File: src/rtl/uart_rx_pkg.sv
// uart_rx_pkg: shared UART receiver state encoding and baud constant.
package uart_rx_pkg;
    localparam int UART_CLKS_PER_BIT_115200 = 434;
    typedef enum logic [2:0] {
        RX_STATE_IDLE  = 3'd0,
        RX_STATE_START = 3'd1,
        RX_STATE_DATA  = 3'd2,
        RX_STATE_STOP  = 3'd3,
        RX_STATE_BREAK = 3'd4
    } rx_state_e;
endpackage

File: src/rtl/uart_rx_sync_2ff.sv
// uart_rx_sync_2ff: two-flop synchroniser with a configurable reset value.
module uart_rx_sync_2ff #(
    parameter logic RESET_VAL = 1'b1
) (
    input  logic clk_50,
    input  logic reset_n,
    input  logic d,
    output logic q
);
    logic meta_q, sync_q;
    always_ff @(posedge clk_50) begin
        if (!reset_n) begin
            meta_q <= RESET_VAL;
            sync_q <= RESET_VAL;
        end else begin
            meta_q <= d;
            sync_q <= meta_q;
        end
    end
    assign q = sync_q;
endmodule

File: src/rtl/uart_rx.sv
// uart_rx: 8N1 UART receiver with one-cycle dataReady and framingError strobes.
module uart_rx
    import uart_rx_pkg::*;
#(
    parameter int CLKS_PER_BIT = UART_CLKS_PER_BIT_115200,
    parameter int HALF_BIT     = CLKS_PER_BIT / 2
) (
    input  logic       clk_50,
    input  logic       reset_n,
    input  logic       rx,
    output logic [7:0] data,
    output logic       dataReady,
    output logic       framingError,
    output logic       busy
);
    localparam int TW = $clog2(CLKS_PER_BIT);
    localparam logic [TW-1:0] HALF_LAST = TW'(HALF_BIT - 1);
    localparam logic [TW-1:0] BIT_LAST  = TW'(CLKS_PER_BIT - 1);

    logic            rx_s;
    rx_state_e       state_q, state_d;
    logic [TW-1:0]   timer_q, timer_d;
    logic [2:0]      idx_q, idx_d;
    logic [7:0]      shreg_q, shreg_d, data_q, data_d;
    logic            ready_q, ready_d, ferr_q, ferr_d;

    uart_rx_sync_2ff #(.RESET_VAL(1'b1)) u_sync (
        .clk_50 (clk_50),
        .reset_n(reset_n),
        .d      (rx),
        .q      (rx_s)
    );

    always_ff @(posedge clk_50) begin
        if (!reset_n) begin
            state_q <= RX_STATE_IDLE;
            timer_q <= '0;
            idx_q   <= '0;
            shreg_q <= '0;
            data_q  <= '0;
            ready_q <= 1'b0;
            ferr_q  <= 1'b0;
        end else begin
            state_q <= state_d;
            timer_q <= timer_d;
            idx_q   <= idx_d;
            shreg_q <= shreg_d;
            data_q  <= data_d;
            ready_q <= ready_d;
            ferr_q  <= ferr_d;
        end
    end

    always_comb begin
        state_d = state_q;
        timer_d = timer_q + 1'b1;
        idx_d   = idx_q;
        shreg_d = shreg_q;
        data_d  = data_q;
        ready_d = 1'b0;
        ferr_d  = 1'b0;
        case (state_q)
            RX_STATE_IDLE: begin
                timer_d = '0;
                if (!rx_s) state_d = RX_STATE_START;
            end
            RX_STATE_START: if (timer_q == HALF_LAST) begin
                timer_d = '0;
                idx_d   = '0;
                state_d = rx_s ? RX_STATE_IDLE : RX_STATE_DATA;
            end
            RX_STATE_DATA: if (timer_q == BIT_LAST) begin
                timer_d = '0;
                shreg_d = {rx_s, shreg_q[7:1]};
                idx_d   = idx_q + 3'd1;
                if (idx_q == 3'd7) state_d = RX_STATE_STOP;
            end
            RX_STATE_STOP: if (timer_q == BIT_LAST) begin
                timer_d = '0;
                data_d  = rx_s ? shreg_q : data_q;
                ready_d = rx_s;
                ferr_d  = !rx_s;
                state_d = rx_s ? RX_STATE_IDLE : RX_STATE_BREAK;
            end
            // A held-low line must rise before another start bit can be detected.
            RX_STATE_BREAK: begin
                timer_d = '0;
                if (rx_s) state_d = RX_STATE_IDLE;
            end
            default: begin
                timer_d = '0;
                state_d = RX_STATE_IDLE;
            end
        endcase
    end

    assign data         = data_q;
    assign dataReady    = ready_q;
    assign framingError = ferr_q;
    assign busy         = (state_q != RX_STATE_IDLE);
endmodule

File: config.mk
export PLATFORM = sky130hd
export DESIGN_NAME = uart_rx
export DESIGN_NICKNAME = d
export VERILOG_FILES = /design/src/rtl/uart_rx_pkg.sv /design/src/rtl/uart_rx_sync_2ff.sv /design/src/rtl/uart_rx.sv
export SDC_FILE = /design/constraint.sdc
export NUM_CORES = 1
export LEC_CHECK = 0
export ABC_AREA = 1
export CORE_MARGIN = 4
export CORE_UTILIZATION = 56
export CTS_CLUSTER_SIZE = 20
export DETAILED_ROUTE_END_ITERATION = 8
export GPL_TIMING_DRIVEN = 0
export MAX_ROUTING_LAYER = met4
export PLACE_DENSITY = 0.83
export SETUP_SLACK_MARGIN = 0.15
export SYNTH_ARGS = -nofsm -noshare
export SYNTH_HDL_FRONTEND = slang
export SYNTH_HIERARCHICAL = 1
export SYNTH_SLANG_ARGS = --single-unit
File: constraint.sdc
create_clock -name clk_50 -period 2.14 [get_ports clk_50]
set_clock_uncertainty 0.2 [all_clocks]
set_input_delay 0.428 -clock clk_50 [delete_from_list [all_inputs] [get_ports clk_50]]
set_output_delay 0.428 -clock clk_50 [all_outputs]
set_load 0.05 [all_outputs]
==> results of run 1 <==
[worst max-delay path: stages (launching register included)]
cell	delay, ns
dfxtp_1	0.46
inv_2	0.10
nand2_1	0.08
clkbuf_2	0.27
[power by group]
group	internal (mW)	leakage [nW]	switching, mW
registers	0.701	0.283	0.0558
clock network	0.193	0.0386	0.216
logic	0.165	0.529	0.336
[timing repair]
action                     4_1_cts  5_1_grt
resized for setup               11        3
setup endpoints to repair       11        1
hold buffers                     0        0
[metal layers]
metal  GRT usage, %  vias to the layer above
li1               -                      682
met1           22.4                      572
met2           28.2                       18
met3           6.29                        6
met4           8.18                        0
met5              -                        -
[stage by stage]
stage	cells	total power, mW	worst slack (ns)
4_1_cts	256	1.67	0.00657
3_3_place_gp	248	1.27	0.0993
3_5_place_dp	248	1.28	0.0995
6_report	256	1.67	0.279
5_1_grt	256	1.79	0.185
2_1_floorplan	204	1.17	0.626
[cells by family after synthesis]
group           share of synthesized area, %
xor+xnor                                2.19
simple gates                            32.1
buf+inv                                 8.60
compound gates                          9.46
fa+ha+maj                               3.91
flops                                   43.8
[flip-flops by register name, indices dropped and copies added (netlist names)]
register	flops
data	8
dataReady	1
framingError	1
idx_q	3
shreg_q	8
state_q	3
timer_q	9
u_sync/meta_q	1
u_sync/q	1
[path summary, 6_finish.rpt]
kind / start / endpoint / slack, ns / depth (start not counted)
setup / recovery: state_q[2]$_SDFFE_PN0P_ / busy / 0.28 / 3
hold / removal: u_sync/meta_q$_SDFF_PN1_ / u_sync/q$_SDFF_PN1_ / 0.21 / 2
setup reg to reg: timer_q[0]$_SDFF_PN0_ / state_q[1]$_SDFFE_PN0P_ / 0.46 / 9
hold reg to reg: u_sync/meta_q$_SDFF_PN1_ / u_sync/q$_SDFF_PN1_ / 0.21 / 2
[cell usage in the layout, fill, tap and decap left out, types with 4 or more instances in the layout]
cell,synthesis,layout
o21ai_1,4,4
dfxtp_1,35,35
a21oi_1,8,8
o21ai_0,12,12
nor2_1,41,40
dlygate4sd2_1,0,10
inv_1,18,18
ha_1,5,5
nor2_2,5,6
nor3_1,4,4
nand2_1,29,29
nand3_1,8,8
nand2_2,4,4
clkbuf_4,0,5
nor2_4,4,4
[cell type report]
class                   count  area share (%)
multi-input cells         141            41.9
flip-flops and latches     35            38.4
repair buffers             13            6.18
inverters                  24            5.28
clock buffers               8            3.77
plain buffers               4            2.26
well taps                  31            2.13
==> impl_metrics.env, run 1 <==
export IMPL_place_gp_congestion=0.860
export IMPL_clock_path_buffers=2
export IMPL_grt_max_degree=11
export IMPL_syn_inst=204
export IMPL_drc=0
export IMPL_synth_edf_count=0
export IMPL_gr_total_overflow=0
export IMPL_cts_buffers=5
export IMPL_clock_latency_ns=0.34
export IMPL_yosysSeqAreaShare_pct=43.8
export IMPL_utilization_pct=66.7
export IMPL_antenna_found_initial=0
export IMPL_fin_crit_ns=1.86
export IMPL_min_path_type="flip-flop to flip-flop"
export IMPL_io_buffers=13
export IMPL_power_leakage_nw=0.851
export IMPL_num_rows=19
export IMPL_postRouteAntennaNets=0
export IMPL_dr_max_layer_used="met4"
export IMPL_die_height_um=61.5
export IMPL_seqCellArea_um2=701
export IMPL_vias=1278
export IMPL_htreeDepth=2
export IMPL_area_growth_pct=13.9
export IMPL_critical_path_class="flip-flop to output port"
export IMPL_grt_pass1_vias=1158
export IMPL_drv_slew=0
export IMPL_worstSetupEndpointType="output port"
export IMPL_antennaDiodeCount=0
export IMPL_syn_nets=212
export IMPL_maxCapViolations=0
export IMPL_ioPinCount=14
export IMPL_cts_sinks=35
export IMPL_post_cts_setup_buffers=0
export IMPL_first_iter_violations=46
export IMPL_synth_most_common_cell="nor2_1"
export IMPL_tightest_slew_ns=0.499
export IMPL_initial_core_util_pct=58.5
export IMPL_synth_area_mm2=0.00160
export IMPL_fill_cells=222
export IMPL_fin_nets=232
export IMPL_hold_viol=0
export IMPL_die_area_mm2=0.00378
export IMPL_dr_wl_met3_um=123
export IMPL_synth_top_cell_area_share_pct=43.8
export IMPL_yosysWarningCount=6
export IMPL_synth_avg_cell_area_um2=7.84
export IMPL_start_kind="flip-flop"
export IMPL_required_ns=1.51
export IMPL_ys_types=31
export IMPL_async_flop_share_pct=0
export IMPL_max_slew_margin_rel_pct=66.9
export IMPL_vias_per_cell=4.99
export IMPL_fin_tns_setup_ns=0
export IMPL_wl_per_cell_um=10.9
export IMPL_drive_above_1_share_pct=17.8
export IMPL_powerDensity_mw_per_mm2=914
export IMPL_routed_wl_mm=2.79
export IMPL_die_w_um=61.5
export IMPL_core_area_mm2=0.00273
export IMPL_holdWs_ns=0.212
export IMPL_peakVddDrop_mv=1.09
export IMPL_root_buffer="clkbuf_4"
export IMPL_cts_tree="yes"
export IMPL_stdcell_area_mm2=0.00182
export IMPL_synth_top_area_cell="dfxtp_1"
export IMPL_crit_fanout=6
export IMPL_wl_met2_mm=1.23
export IMPL_grt_setup_unrepaired="no"
export IMPL_synth_seq_cells=35
export IMPL_drt_met1_wl_mm=1.38
export IMPL_drt_pass1_iter_count=4
export IMPL_min_period_over_period_pct=87.0
export IMPL_fmax_mhz=537
export IMPL_hpwl_mm=2.00
export IMPL_postPlaceCellArea_mm2=0.00177
export IMPL_synth_commonest_cells="nor2_1 (41), dfxtp_1 (35), nand2_1 (29)"
export IMPL_multi_input_area_um2=764
export IMPL_ys_flop_type="dfxtp_1"
export IMPL_grt_use_total_pct=18.6
export IMPL_grt_pass1_wl_mm=4.97
export IMPL_finalSetupViolCount=0
export IMPL_clkSlewWorstSetupHoldPaths_ns=0.09
export IMPL_crit_arrival_ns=1.23
export IMPL_synth_area_top_cells="dfxtp_1 (44%), nor2_1 (9.6%), nand2_1 (6.8%)"
export IMPL_status="finished, final reports clean"
Note: power is estimated with default switching activity, not from simulation.
==> run 2, diff against run 1 <==
--- a/config.mk
+++ b/config.mk
@@ -7,12 +7,12 @@
 export LEC_CHECK = 0
 export ABC_AREA = 1
 export CORE_MARGIN = 4
-export CORE_UTILIZATION = 56
+export CORE_UTILIZATION = 50
 export CTS_CLUSTER_SIZE = 20
 export DETAILED_ROUTE_END_ITERATION = 8
 export GPL_TIMING_DRIVEN = 0
 export MAX_ROUTING_LAYER = met4
-export PLACE_DENSITY = 0.83
+export PLACE_DENSITY = 0.78
 export SETUP_SLACK_MARGIN = 0.15
 export SYNTH_ARGS = -nofsm -noshare
 export SYNTH_HDL_FRONTEND = slang
==> constraint.sdc (replaced) <==
create_clock -name clk_50 -period 1.5 [get_ports clk_50]
set_clock_uncertainty 0.2 [all_clocks]
set_input_delay 0.3 -clock clk_50 [delete_from_list [all_inputs] [get_ports clk_50]]
set_output_delay 0.3 -clock clk_50 [all_outputs]
set_load 0.05 [all_outputs]
==> run 2 against run 1 <==
Against the previous run:
- the flow now finishes with violations (setup timing)
- via count up 9.9%
- sequential cell count unchanged
- first-iteration DRC count up 28%
- final area up 22%
- total power up 62%
- count of clock-buffer cells in the layout down 2
- cell count up 9.4%
==> impl_metrics.env, run 2 (synthesized netlist as in run 1, its figures left out) <==
export IMPL_antenna_found_initial=0
export IMPL_clock_latency_ns=0.34
export IMPL_area_growth_pct=39.3
export IMPL_min_path_type="flip-flop to flip-flop"
export IMPL_drc=0
export IMPL_hpwl_mm=2.04
export IMPL_worstSetupEndpointType="flip-flop"
export IMPL_peakVddDrop_mv=1.51
export IMPL_grt_pass1_wl_mm=5.58
export IMPL_timing_critical_path_mode_cell="buf_6"
export IMPL_fin_ws_ns=-0.176
export IMPL_htreeDepth=2
export IMPL_critical_path_class="flip-flop to flip-flop"
export IMPL_worst_path_largest_cell_delay_ns=0.38
export IMPL_die_w_um=64.6
export IMPL_gr_total_overflow=0
export IMPL_postRouteAntennaNets=0
export IMPL_antennaDiodeCount=0
export IMPL_max_slew_margin_rel_pct=72.0
export IMPL_cts_buffers=5
export IMPL_routed_wl_mm=3.62
export IMPL_dp_cells=261
export IMPL_final_common_cell="nor2_1"
export IMPL_drt_met1_wl_mm=1.65
export IMPL_fin_nets=243
export IMPL_vias=1405
export IMPL_wl_per_cell_um=12.9
export IMPL_holdBufCountCts=0
export IMPL_first_iter_violations=59
export IMPL_drv_slew=0
export IMPL_largest_register_ffs=9
export IMPL_ioPinCount=14
export IMPL_cts_tree="yes"
export IMPL_regMostFlops="timer_q"
export IMPL_maxCapViolations=0
export IMPL_required_ns=1.54
export IMPL_power_total_mw=2.69
export IMPL_initial_core_util_pct=52.4
export IMPL_final_cell_mix="nor2_1 (33), nand2_1 (22), dfxtp_1 (19)"
export IMPL_root_buffer="clkbuf_4"
export IMPL_worst_r2r_endpoint="data[6]$_SDFFE_PN0P_"
export IMPL_io_buffers=13
export IMPL_drt_pass1_iter_count=4
export IMPL_vias_per_cell=5.02
export IMPL_fin_crit_ns=1.68
export IMPL_reg2reg_slack_ns=-0.18
export IMPL_status="complete, but fails checks"
export IMPL_num_rows=20
export IMPL_tightest_slew_ns=0.418
export IMPL_grt_max_degree=12
export IMPL_crit_chain="inv_2 -> nand2_2 -> nor2_2 -> nand2_1 -> nor2_4 -> buf_6 -> buf_6 -> buf_6 -> a21oi_2"
export IMPL_dr_wl_met3_um=141
export IMPL_dr_max_layer_used="met4"
export IMPL_finalSetupViolCount=33
export IMPL_start_kind="flip-flop"
export IMPL_fmax_mhz=597
export IMPL_wl_met2_mm=1.79
export IMPL_grt_setup_unrepaired="yes"
export IMPL_drive_above_1_share_pct=47.0
export IMPL_powerDensity_mw_per_mm2=1210
export IMPL_grt_pass1_vias=1298
export IMPL_power_leakage_nw=0.950
export IMPL_clkSlewWorstSetupHoldPaths_ns=0.11
export IMPL_grt_use_total_pct=17.4
export IMPL_min_period_over_period_pct=112
export IMPL_hold_viol=0
export IMPL_crit_arrival_ns=1.72
export IMPL_violations="setup timing"
export IMPL_die_area_mm2=0.00417
export IMPL_clock_path_buffers=2
export IMPL_place_gp_congestion=0.825
export IMPL_critPathSlowestCell="dfxtp_4"
export IMPL_r2r_cells=9
export IMPL_reg2reg_from="state_q[2]$_SDFFE_PN0P_"
export IMPL_crit_fanout=6
export IMPL_crit_end="data[6]$_SDFFE_PN0P_"
export IMPL_stdcell_count=280
export IMPL_die_height_um=64.6
export IMPL_core_area_mm2=0.00305
export IMPL_cts_sinks=35
export IMPL_setup_worst_path_start="state_q[2]$_SDFFE_PN0P_"
[run 2: changes by cell type in the layout (fill, tap and decap cells not counted), sizes merged]
cell,change
buf,+21
dlygate4sd2,-10
clkinv,+1
nand2,+1
clkbuf,-3
inv,+1
[run 2: layer usage]
| metal | vias to the layer above | track usage, % |
|---|---|---|
| li1 | 709 | - |
| met2 | 31 | 27.2 |
| met5 | - | - |
| met3 | 5 | 3.81 |
| met4 | 0 | 6.60 |
| met1 | 660 | 22.1 |
[run 2: where the power goes]
part | switching [mW] | internal, mW | total (mW)
Combinational | 0.653 | 0.412 | 1.07
Clock | 0.318 | 0.182 | 0.500
Sequential | 0.114 | 1.01 | 1.13
Total | 1.08 | 1.61 | 2.69
[run 2: final cells by class]
| cell class | count | area (um2) |
|---|---|---|
| timing repair buffer | 23 | 275 |
| multi-input combinational | 142 | 970 |
| fill | 221 | 823 |
| clock inverter | 2 | 11.3 |
| sequential | 35 | 728 |
| clock buffer | 6 | 41.3 |
| tap | 44 | 55.1 |
| buffer | 4 | 46.3 |
| inverter | 24 | 103 |
[run 2: metrics by stage]
stage          setup WS (ns)  hold WS [ns]  cell area, um2  TNS [ns]  util (%)
3_3_place_gp          -0.381         0.182            1820     -7.41      59.7
6_report              -0.176         0.216            2230     -3.39      73.0
2_1_floorplan         0.0446         0.169            1640         0         -
4_1_cts              -0.0858         0.216            2000     -1.31      65.7
5_1_grt               -0.283         0.244            2230     -6.26      73.0
3_5_place_dp          -0.423         0.190            1820     -7.88      59.7
[run 2: worst min path at each step]
stage	end	cells after the start	start
3_3_place_gp	u_sync/q$_SDFF_PN1_	2	u_sync/meta_q$_SDFF_PN1_
5_1_grt	u_sync/q$_SDFF_PN1_	2	u_sync/meta_q$_SDFF_PN1_
2_1_floorplan	u_sync/meta_q$_SDFF_PN1_	1	reset_n
6_report	u_sync/q$_SDFF_PN1_	2	u_sync/meta_q$_SDFF_PN1_
4_1_cts	u_sync/q$_SDFF_PN1_	2	u_sync/meta_q$_SDFF_PN1_
3_5_place_dp	u_sync/q$_SDFF_PN1_	2	u_sync/meta_q$_SDFF_PN1_
[run 2: what timing repair did]
| item | 4_1_cts | 5_1_grt |
|---|---|---|
| gates cloned | 1 | 1 |
| setup endpoints to repair | 43 | 44 |
| gates resized for setup | 102 | 54 |
| buffers inserted | 5 | 4 |
| pin swaps | 10 | 10 |
[run 2: critical path, delay by kind of cell, from the launching register on]
kind	cells	cell delay [ns]
and+or+nand+nor	4	0.52
buffers and inverters	4	0.46
DFF	1	0.38
AOI/OAI and AO/OA	1	0.04
